[config.mk]
export PLATFORM = sky130hd
export DESIGN_NAME = pong_score_keeper
export DESIGN_NICKNAME = d
export VERILOG_FILES = /design/src/rtl/pong_pkg.sv /design/src/rtl/bcd2_counter.sv /design/src/rtl/pong_score_keeper.sv
export SDC_FILE = /design/constraint.sdc
export NUM_CORES = 1
export LEC_CHECK = 0
export CAP_MARGIN = 20
export CORE_ASPECT_RATIO = 0.75
export CORE_MARGIN = 2
export CORE_UTILIZATION = 35
export CTS_CLUSTER_DIAMETER = 120
export DETAILED_ROUTE_END_ITERATION = 10
export MAX_ROUTING_LAYER = met4
export SLEW_MARGIN = 20
export SYNTH_ARGS = -nofsm -noshare
export SYNTH_HDL_FRONTEND = slang
export SYNTH_SLANG_ARGS = --single-unit
[constraint.sdc]
create_clock -name clk -period 6.1 [get_ports clk]
set_clock_uncertainty 0.1 [all_clocks]
set_input_delay 1.22 -clock clk [delete_from_list [all_inputs] [get_ports clk]]
set_output_delay 1.22 -clock clk [all_outputs]
set_load 0.02 [all_outputs]
[src/rtl/pong_pkg.sv]
// ============================================================================
// pong_pkg : shared types, constants and helpers for the pong score keeper
// Revision : 1.0
// ============================================================================
`default_nettype none

package pong_pkg;

  typedef enum logic [1:0] {
    IDLE = 2'd0,
    PLAY = 2'd1,
    HOLD = 2'd2,
    OVER = 2'd3
  } state_t;

  localparam int              SCORE_W   = 7;
  localparam logic [3:0]      BCD_MAX   = 4'd9;
  localparam logic [SCORE_W-1:0] SCORE_SAT = 7'd99;

  // Score after one point, pinned at the two-digit ceiling.
  function automatic logic [SCORE_W-1:0] sat_inc(input logic [SCORE_W-1:0] v);
    return (v >= SCORE_SAT) ? SCORE_SAT : v + 7'd1;
  endfunction

endpackage

`default_nettype wire

[src/rtl/bcd2_counter.sv]
// ============================================================================
// bcd2_counter : two-digit BCD counter with a parallel binary value,
//                synchronous clear, increment enable, saturating at 99
// Revision     : 1.0
// ============================================================================
`default_nettype none

module bcd2_counter
  import pong_pkg::*;
(
  input  logic               clk,
  input  logic               reset_n,
  input  logic               clr,
  input  logic               inc,
  output logic [3:0]         tens,
  output logic [3:0]         ones,
  output logic [SCORE_W-1:0] value
);

  logic [3:0]         tens_q, tens_d;
  logic [3:0]         ones_q, ones_d;
  logic [SCORE_W-1:0] value_q, value_d;

  always_comb begin
    tens_d  = tens_q;
    ones_d  = ones_q;
    value_d = value_q;
    if (clr) begin
      tens_d  = 4'd0;
      ones_d  = 4'd0;
      value_d = '0;
    end else if (inc && (value_q != SCORE_SAT)) begin
      value_d = value_q + 7'd1;
      if (ones_q == BCD_MAX) begin
        ones_d = 4'd0;
        tens_d = tens_q + 4'd1;
      end else begin
        ones_d = ones_q + 4'd1;
      end
    end
  end

  always_ff @(posedge clk or negedge reset_n) begin
    if (!reset_n) begin
      tens_q  <= 4'd0;
      ones_q  <= 4'd0;
      value_q <= '0;
    end else begin
      tens_q  <= tens_d;
      ones_q  <= ones_d;
      value_q <= value_d;
    end
  end

  assign tens  = tens_q;
  assign ones  = ones_q;
  assign value = value_q;

endmodule

`default_nettype wire

[src/rtl/pong_score_keeper.sv]
// ============================================================================
// pong_score_keeper : score keeping, serve delay and game-over sequencing
//                     for two players; BCD digits feed the text overlay.
//                     Optional macro PONG_DEUCE_EN adds a two-point lead rule.
// Revision          : 1.0
// ============================================================================
`default_nettype none

module pong_score_keeper
  import pong_pkg::*;
#(
  parameter int WIN_SCORE   = 11,
  parameter int HOLD_CYCLES = 25_000_000
) (
  input  logic       clk,
  input  logic       reset_n,
  input  logic       new_game,
  input  logic       p1_point,
  input  logic       p2_point,
  output logic [3:0] dig0,
  output logic [3:0] dig1,
  output logic [3:0] dig2,
  output logic [3:0] dig3,
  output logic       serve_en,
  output logic       game_over,
  output logic       winner
);

  localparam int                 HOLD_W    = $clog2(HOLD_CYCLES + 1);
  localparam logic [HOLD_W-1:0]  HOLD_LOAD = HOLD_W'(HOLD_CYCLES - 1);
  localparam logic [SCORE_W-1:0] WIN_VAL   = SCORE_W'(WIN_SCORE);

  state_t             state_q, state_d;
  logic [HOLD_W-1:0]  hold_q, hold_d;
  logic               p1_q, p2_q;
  logic               serve_en_q, serve_en_d;
  logic               game_over_q, game_over_d;
  logic               winner_q, winner_d;

  logic               p1_edge, p2_edge;
  logic               clr, p1_inc, p2_inc;
  logic [SCORE_W-1:0] p1_val, p2_val;
  logic [SCORE_W-1:0] s1_new, s2_new, mine;
  logic               win;
`ifdef PONG_DEUCE_EN
  logic [SCORE_W-1:0] opp;
`endif

  assign p1_edge = p1_point & ~p1_q;
  assign p2_edge = p2_point & ~p2_q;

  bcd2_counter u_p1 (
    .clk     (clk),
    .reset_n (reset_n),
    .clr     (clr),
    .inc     (p1_inc),
    .tens    (dig1),
    .ones    (dig0),
    .value   (p1_val)
  );

  bcd2_counter u_p2 (
    .clk     (clk),
    .reset_n (reset_n),
    .clr     (clr),
    .inc     (p2_inc),
    .tens    (dig3),
    .ones    (dig2),
    .value   (p2_val)
  );

  always_comb begin
    state_d  = state_q;
    hold_d   = hold_q;
    winner_d = winner_q;
    clr      = 1'b0;
    p1_inc   = 1'b0;
    p2_inc   = 1'b0;
    // Scores as they will be after this cycle's point, used by the win test.
    s1_new   = p1_edge ? sat_inc(p1_val) : p1_val;
    s2_new   = p2_edge ? sat_inc(p2_val) : p2_val;
    mine     = p1_edge ? s1_new : s2_new;
`ifdef PONG_DEUCE_EN
    opp      = p1_edge ? s2_new : s1_new;
    win      = (mine == SCORE_SAT) || ((mine >= WIN_VAL) && (mine >= opp + 7'd2));
`else
    win      = (mine >= WIN_VAL);
`endif

    if (new_game) begin
      clr      = 1'b1;
      hold_d   = '0;
      winner_d = 1'b0;
      state_d  = PLAY;
    end else begin
      case (state_q)
        PLAY: begin
          // Simultaneous edges cancel each other out.
          if (p1_edge ^ p2_edge) begin
            p1_inc = p1_edge;
            p2_inc = p2_edge;
            if (win) begin
              state_d  = OVER;
              winner_d = (s2_new > s1_new);
            end else begin
              state_d = HOLD;
              hold_d  = HOLD_LOAD;
            end
          end
        end
        HOLD: begin
          if (hold_q == '0) state_d = PLAY;
          else              hold_d  = hold_q - HOLD_W'(1);
        end
        default: ;
      endcase
    end

    serve_en_d  = (state_d == PLAY);
    game_over_d = (state_d == OVER);
  end

  always_ff @(posedge clk or negedge reset_n) begin
    if (!reset_n) begin
      state_q     <= IDLE;
      hold_q      <= '0;
      p1_q        <= 1'b0;
      p2_q        <= 1'b0;
      serve_en_q  <= 1'b0;
      game_over_q <= 1'b0;
      winner_q    <= 1'b0;
    end else begin
      state_q     <= state_d;
      hold_q      <= hold_d;
      p1_q        <= p1_point;
      p2_q        <= p2_point;
      serve_en_q  <= serve_en_d;
      game_over_q <= game_over_d;
      winner_q    <= winner_d;
    end
  end

  assign serve_en  = serve_en_q;
  assign game_over = game_over_q;
  assign winner    = winner_q;

endmodule

`default_nettype wire

==> results of run 1 <==
-- cells in the final DEF, fill, tap and decap left out, types with 3 or more instances in the layout --
cell	count
a211oi_1	3
a21oi_1	16
a311oi_1	12
a31oi_1	17
and2_1	6
and3_1	8
buf_4	3
bufinv_16	3
clkbuf_16	9
clkdlybuf4s50_1	22
dfrtp_1	62
ha_1	20
inv_1	21
mux2i_1	6
nand2_1	42
nand2b_1	13
nand3_1	20
nand4_1	5
nor2_1	42
nor3_1	15
nor3b_1	3
nor4_1	4
nor4b_1	3
o211ai_1	3
o21ai_0	42
o31ai_1	11
o32ai_1	3
or2_2	3
or3_1	7
or4_1	5
xor2_1	6
-- worst max-delay path, cell delays in order --
cell             delay (ns)
clkdlybuf4s50_1        0.43
nand2b_1               0.21
clkinv_1               0.29
ha_1                   0.43
inv_1                  0.08
o211ai_1               0.07
nor4b_1                0.42
or2_2                  0.57
and2_1                 0.63
a311oi_1               0.20
-- per-stage QoR --
step,util,total power [W]
final,0.418,0.00170
after CTS,0.418,0.00171
after global placement,0.387,0.00109
after detailed placement,0.387,0.00110
after global routing,0.418,0.00181
after floorplan,-,0.00100
-- power groups by stage --
stage | combinational [W] | sequential, W | clock (W)
global placement | 0.000524 | 0.000565 | 0
floorplan | 0.000449 | 0.000554 | 0
finish | 0.000543 | 0.000563 | 0.000599
detailed placement | 0.000538 | 0.000565 | 0
global route | 0.000609 | 0.000573 | 0.000631
CTS | 0.000543 | 0.000561 | 0.000609
-- state kept, by name, indices dropped and copies added (netlist names) --
signal      cells
hold_q         25
u_p1.value      7
u_p2.value      7
u_p1.ones       4
u_p1.tens       4
u_p2.ones       4
u_p2.tens       4
state_q         2
game_over       1
p1_q            1
p2_q            1
serve_en        1
winner          1
-- worst max-delay path by stage --
stage / slack (ns) / cells past startpoint / to
2_1_floorplan: 2.45 / 12 / hold_q[13]$_DFFE_PN0P_
3_3_place_gp: 1.51 / 10 / hold_q[3]$_DFFE_PN0P_
3_5_place_dp: 1.34 / 10 / hold_q[21]$_DFFE_PN0P_
4_1_cts: 1.67 / 10 / hold_q[14]$_DFFE_PN0P_
5_1_grt: 1.35 / 10 / hold_q[22]$_DFFE_PN0P_
6_report: 1.62 / 10 / hold_q[22]$_DFFE_PN0P_
-- cell type report --
cell class              instances  area [µm²]  area share
clock inverters                 7         121      0.0261
multi-input cells             354        2240       0.482
repair buffers                 26         248      0.0533
flip-flops and latches         62        1550       0.334
inverters                      23        86.3      0.0186
well taps                     140         175      0.0377
clock buffers                   9         225      0.0485
-- metal layers --
metal,track usage,part of all wire
met1,0.245,0.53
met2,0.235,0.43
met3,0.0407,0.031
met4,0.0448,0.011
met5,-,0
-- cells by family after synthesis --
family	after synthesis	synth area share
DFF	62	0.384
and+or+nand+nor	187	0.237
AOI/OAI and AO/OA	134	0.223
xor gates and xnor gates	7	0.0152
buffers and inverters	58	0.0641
muxes	6	0.0149
adders and majority gates	20	0.0619
==> impl_results.md, run 1 <==
* Largest net degree at the start of global routing at 63
* Gpl congestion at approximately 0.87
* Drt pass-1 iters at 5
* Hold buffer count at cts at 0
* Total Neg Setup Slack at 0 ns
* Routed wire length at about 9.8 mm
* Critical path required time at ~6 ns
* Clock share of power at 0.351
* Switching Fraction at 0.359
* Clock Latency Late Sink at about 0.33 ns
* Cells after Synth at approximately 470
* Drt initial violations at ~420
* Async set-reset flop share out of synthesis at 1.00
* Dpl hpwl at approximately 6.4 mm
* Final Critical Period at ~4.5 ns
* Die ar. at 12400 µm²
* Area growth syn-to-layout at 15.0%
* Initial antenna violation count at 0
* Max-slew violations at 0
* Vias in the first global route at 3336
* DIE HEIGHT at 97.1 µm
* I/O pin count at 24
* Core area at 11100 µm²
* Reg-to-reg endpoint: hold_q[22]$_DFFE_PN0P_
* Beginning of the critical path: p1_point
* Placed insts at between 600 and 700
* Hold crit path type: reg -> reg
* H-tree levels at 3
* Worst Tran Pin Value at a little under 1 ns
* Post-synthesis sequential area ratio at 0.384
* Cell Rows at 33
* Total CTS buffers at 9
* Remaining Overflow, GRT at 0
* Min Hold Slack at between 0.3 and 0.4 ns
* # resized after CTS at 0
* Vias at approximately 3.6k
* Final period utilization at 0.734
* RSZ-0062 raised after global routing: false
* Synth Area per Inst at between 8 and 9 µm²
* Post-CTS Setup Bufs at 0
* Crit start category: primary input
* Setup-failing EPs final at 0
* Max Clk Rate at approximately 220 MHz
* Final worst slack at ~1.6 ns
* Worst EP arrival at roughly 4.6 ns
* Static Leakage at 1.91 nW
* Largest fanout on the critical path at 31
* Dominant cell type by area after synthesis: dfrtp_1
* Worst reg-to-reg path cell count at 8
* Mapped cell area at between 4000 and 5000 µm²
* Synth area leaders: dfrtp_1 (38%), ha_1 (6.2%), o21ai_0 (5.2%), nand2_1 (3.9%), nor2_1 (3.9%)
* Post-synth top cells: dfrtp_1 (62), nand2_1 (42), nor2_1 (42), o21ai_0 (42), clkbuf_1 (26)
* Syn nets at 499
* Reg-to-Reg Start: u_p2.value[0]$_DFFE_PN0P_
* Status: finished clean
* Total global-route track usage at 0.169
* Hold_sp: hold_q[12]$_DFFE_PN0P_
* Post-DR vias/cell at ~5.8
* Initial Util at 0.364
* Post-synth EDFFs at 0
* FF+latch count, synth at a little over 60
* Most common cell in the netlist: dfrtp_1
* P_sw at about 0.0006 W
* TritonCTS clock tree: built
* Hold Path Depth at 1
* # clock sinks at 62
* Sequential fraction of design power at 0.330
* Final Hold Vio Count at 0
* P per Cell Area at 367 nW/µm²
* DR WL/cell at ~16 µm
* Cell area after placement at 4300 µm²
* Layout fillers at between 1k and 1.5k
* CTS root buffer: clkbuf_16
* Synth top area share at 0.384
* Clk buf depth at 2
* Yosys warning total at 0
* First-pass GRT wire length at between 15 and 20 mm
* Drt drc at 0
* Relative slew slack at 0.349
* Critical path type: in -> reg
* Comb pwr share at 0.319
* Worst hold path endpoint: hold_q[12]$_DFFE_PN0P_
* Fraction of layout cells with a size suffix above 1 at 0.0644
* Pint at between 0.001 and 0.0015 W
* Critical path endpoint category: register
* Max cap viols at 0
* Peak supply drop at ~0.15 mV
* Port bufs at 23
* R2R Setup Slk at around 2.5 ns
* Clock-pin slew on the worst setup and hold paths at approximately 0.05 ns
* Post-DRT Antenna Nets at 0
* Yosys cell types at 58
* Fin nets at 501
* Non-Filler Instances at roughly 620
* Pre-CTS setup slack at between 1 and 1.5 ns
* Die Width at 128 µm
* N_diodes at 0
* Fin area at ~4600 µm²
* Synth Flop Type: dfrtp_1
No activity file was read; power rests on OpenSTA's default activity.
==> run 2: changes to the inputs <==
==> constraint.sdc (replaced) <==
create_clock -name clk -period 4.4 [get_ports clk]
set_clock_uncertainty 0.1 [all_clocks]
set_input_delay 0.88 -clock clk [delete_from_list [all_inputs] [get_ports clk]]
set_output_delay 0.88 -clock clk [all_outputs]
set_load 0.02 [all_outputs]
==> impl_results.md, run 2 (synthesis gave the netlist of run 1 again) <==
* Status: finished clean
* Reg-to-Reg Start: hold_q[2]$_DFFE_PN0P_
* Final period utilization at 0.831
* CTS root buffer: clkbuf_16
* Hold_sp: hold_q[22]$_DFFE_PN0P_
* Placed insts at 609 (+0.66%)
* Initial Util at 0.364 (unchanged)
* Critical path type: in -> reg
* Post-DR vias/cell at 5.72 (-0.52%)
* Hold buffer count at cts at 0 (unchanged)
* Die ar. at 12400 µm² (unchanged)
* TritonCTS clock tree: built
* Setup-failing EPs final at 0 (unchanged)
* Dpl hpwl at 6.63 mm (+4.2%)
* N_diodes at 0 (unchanged)
* Area growth syn-to-layout at 13.5%
* First-pass GRT wire length at 17.0 mm (+2.0%)
* Vias in the first global route at 3265 (-2.1%)
* Peak supply drop at 0.248 mV (+60%)
* Clk buf depth at 2 (unchanged)
* H-tree levels at 3 (unchanged)
* DR WL/cell at 15.9 µm (+0.74%)
* Reg-to-reg endpoint: hold_q[10]$_DFFE_PN0P_
* Gpl congestion at 0.892 (+2.3%)
* Worst Tran Pin Value at 0.940 ns (-0.0367 ns)
* Critical path required time at 4.47 ns (-1.70 ns)
* Most flop-heavy register: hold_q
* Final worst slack at 0.745 ns (-0.878 ns)
* Routed wire length at 9.89 mm (+1.1%)
* Non-Filler Instances at 623 (+0.32%)
* Final Critical Period at roughly 3.7 ns
* P per Cell Area at 475 nW/µm² (+30%)
* Post-DRT Antenna Nets at 0 (unchanged)
* # resized after CTS at 0 (unchanged)
* Initial antenna violation count at 0 (unchanged)
* DIE HEIGHT at 97.1 µm (unchanged)
* Total CTS buffers at 9 (unchanged)
* Clock Latency Late Sink at 0.33 ns (about the same)
* Worst reg-to-reg path cell count at 7 (-1)
* Largest net degree at the start of global routing at 40 (-37%)
* Crit start category: primary input
* I/O pin count at 24 (unchanged)
* Max-slew violations at 0 (unchanged)
* Drt drc at 0 (unchanged)
* Max cap viols at 0 (unchanged)
* Fraction of layout cells with a size suffix above 1 at 0.0642 (-0.000267)
* Total global-route track usage at 0.174 (+0.00548)
* Max Clk Rate at between 200 and 300 MHz
* Most frequent cells in the layout: dfrtp_1 (62), nand2_1 (42), o21ai_0 (42), nor2_1 (42), clkdlybuf4s50_1 (22)
* Pre-CTS setup slack at 0.415 ns (-0.926 ns)
* Worst EP arrival at 3.73 ns (-0.82 ns)
* Static Leakage at 1.89 nW (-1.2%)
* Final Hold Vio Count at 0 (unchanged)
* Core area at 11100 µm² (unchanged)
* Hold Path Depth at 1 (unchanged)
* Worst hold path endpoint: hold_q[22]$_DFFE_PN0P_
* Post-CTS Setup Bufs at 0 (unchanged)
* Max reg flops at 25 (unchanged)
* Port bufs at 23 (unchanged)
* # clock sinks at 62 (unchanged)
* Cell Rows at 33 (unchanged)
* Critical path endpoint category: register
* Clock-pin slew on the worst setup and hold paths at 0.05 ns (about the same)
* Largest fanout on the critical path at 15 (-52%)
* RSZ-0062 raised after global routing: false
* Hold crit path type: reg -> reg
* Remaining Overflow, GRT at 0 (unchanged)
* Total Neg Setup Slack at 0 ns (unchanged)
* Drt initial violations at 307 (-27%)
* Drt pass-1 iters at 7 (+2)
* Commonest non-fill, non-tap cell in the layout: dfrtp_1
* Fin nets at 505 (+0.80%)
* Relative slew slack at 0.373 (+0.0245)
* Vias at 3566 (-0.20%)
* R2R Setup Slk at 1.12 ns (-1.41 ns)
* Die Width at 128 µm (unchanged)
[run 2: critical path, stage by stage]
cell and delay [ns]:
clkdlybuf4s50_1 0.51, nand2b_1 0.24, ha_1 0.43, inv_1 0.08
o211ai_1 0.08, nor4b_1 0.41, or2_2 0.32, and2_1 0.57
a311oi_1 0.20
[run 2: routing by layer]
layer	vias to the layer above	part of all wire	track usage
met3	16	0.040	0.0358
met5	-	0	-
met2	80	0.41	0.230
met4	0	0.017	0.0634
met1	1712	0.53	0.260
li1	1758	-	-
[run 2: per-stage QoR]
stage,total power [W],util,hold slack (ns),cell area [µm²]
6_report,0.00218,0.413,0.402,4590
5_1_grt,0.00233,0.413,0.411,4590
4_1_cts,0.00219,0.413,0.395,4590
3_5_place_dp,0.00154,0.390,0.386,4330
3_3_place_gp,0.00153,0.390,0.383,4330
2_1_floorplan,0.00139,-,0.351,4040
[run 2: cell type report]
class	instances	area, µm²
clock inverters	2	10.0
flip-flops and latches	62	1550
clock buffers	12	246
inverters	23	86.3
well taps	140	175
fillers	1081	6520
multi-input cells	354	2240
repair buffers	30	278
[run 2: worst max path at each step]
stage,slack [ns],to,startpoint,cells past startpoint
6_report,0.74,hold_q[3]$_DFFE_PN0P_,p2_point,9
5_1_grt,0.41,hold_q[6]$_DFFE_PN0P_,p2_point,10
4_1_cts,0.77,hold_q[18]$_DFFE_PN0P_,p2_point,9
3_5_place_dp,0.41,hold_q[18]$_DFFE_PN0P_,p2_point,9
3_3_place_gp,0.49,hold_q[18]$_DFFE_PN0P_,p2_point,9
2_1_floorplan,1.09,hold_q[13]$_DFFE_PN0P_,p1_point,12
[run 2: report_power, final]
part | leakage (nW) | switching, W | internal [W]
clock | 0.128 | 0.000249 | 0.000388
sequential | 0.833 | 0.000111 | 0.000671
combinational | 0.926 | 0.000465 | 0.000296
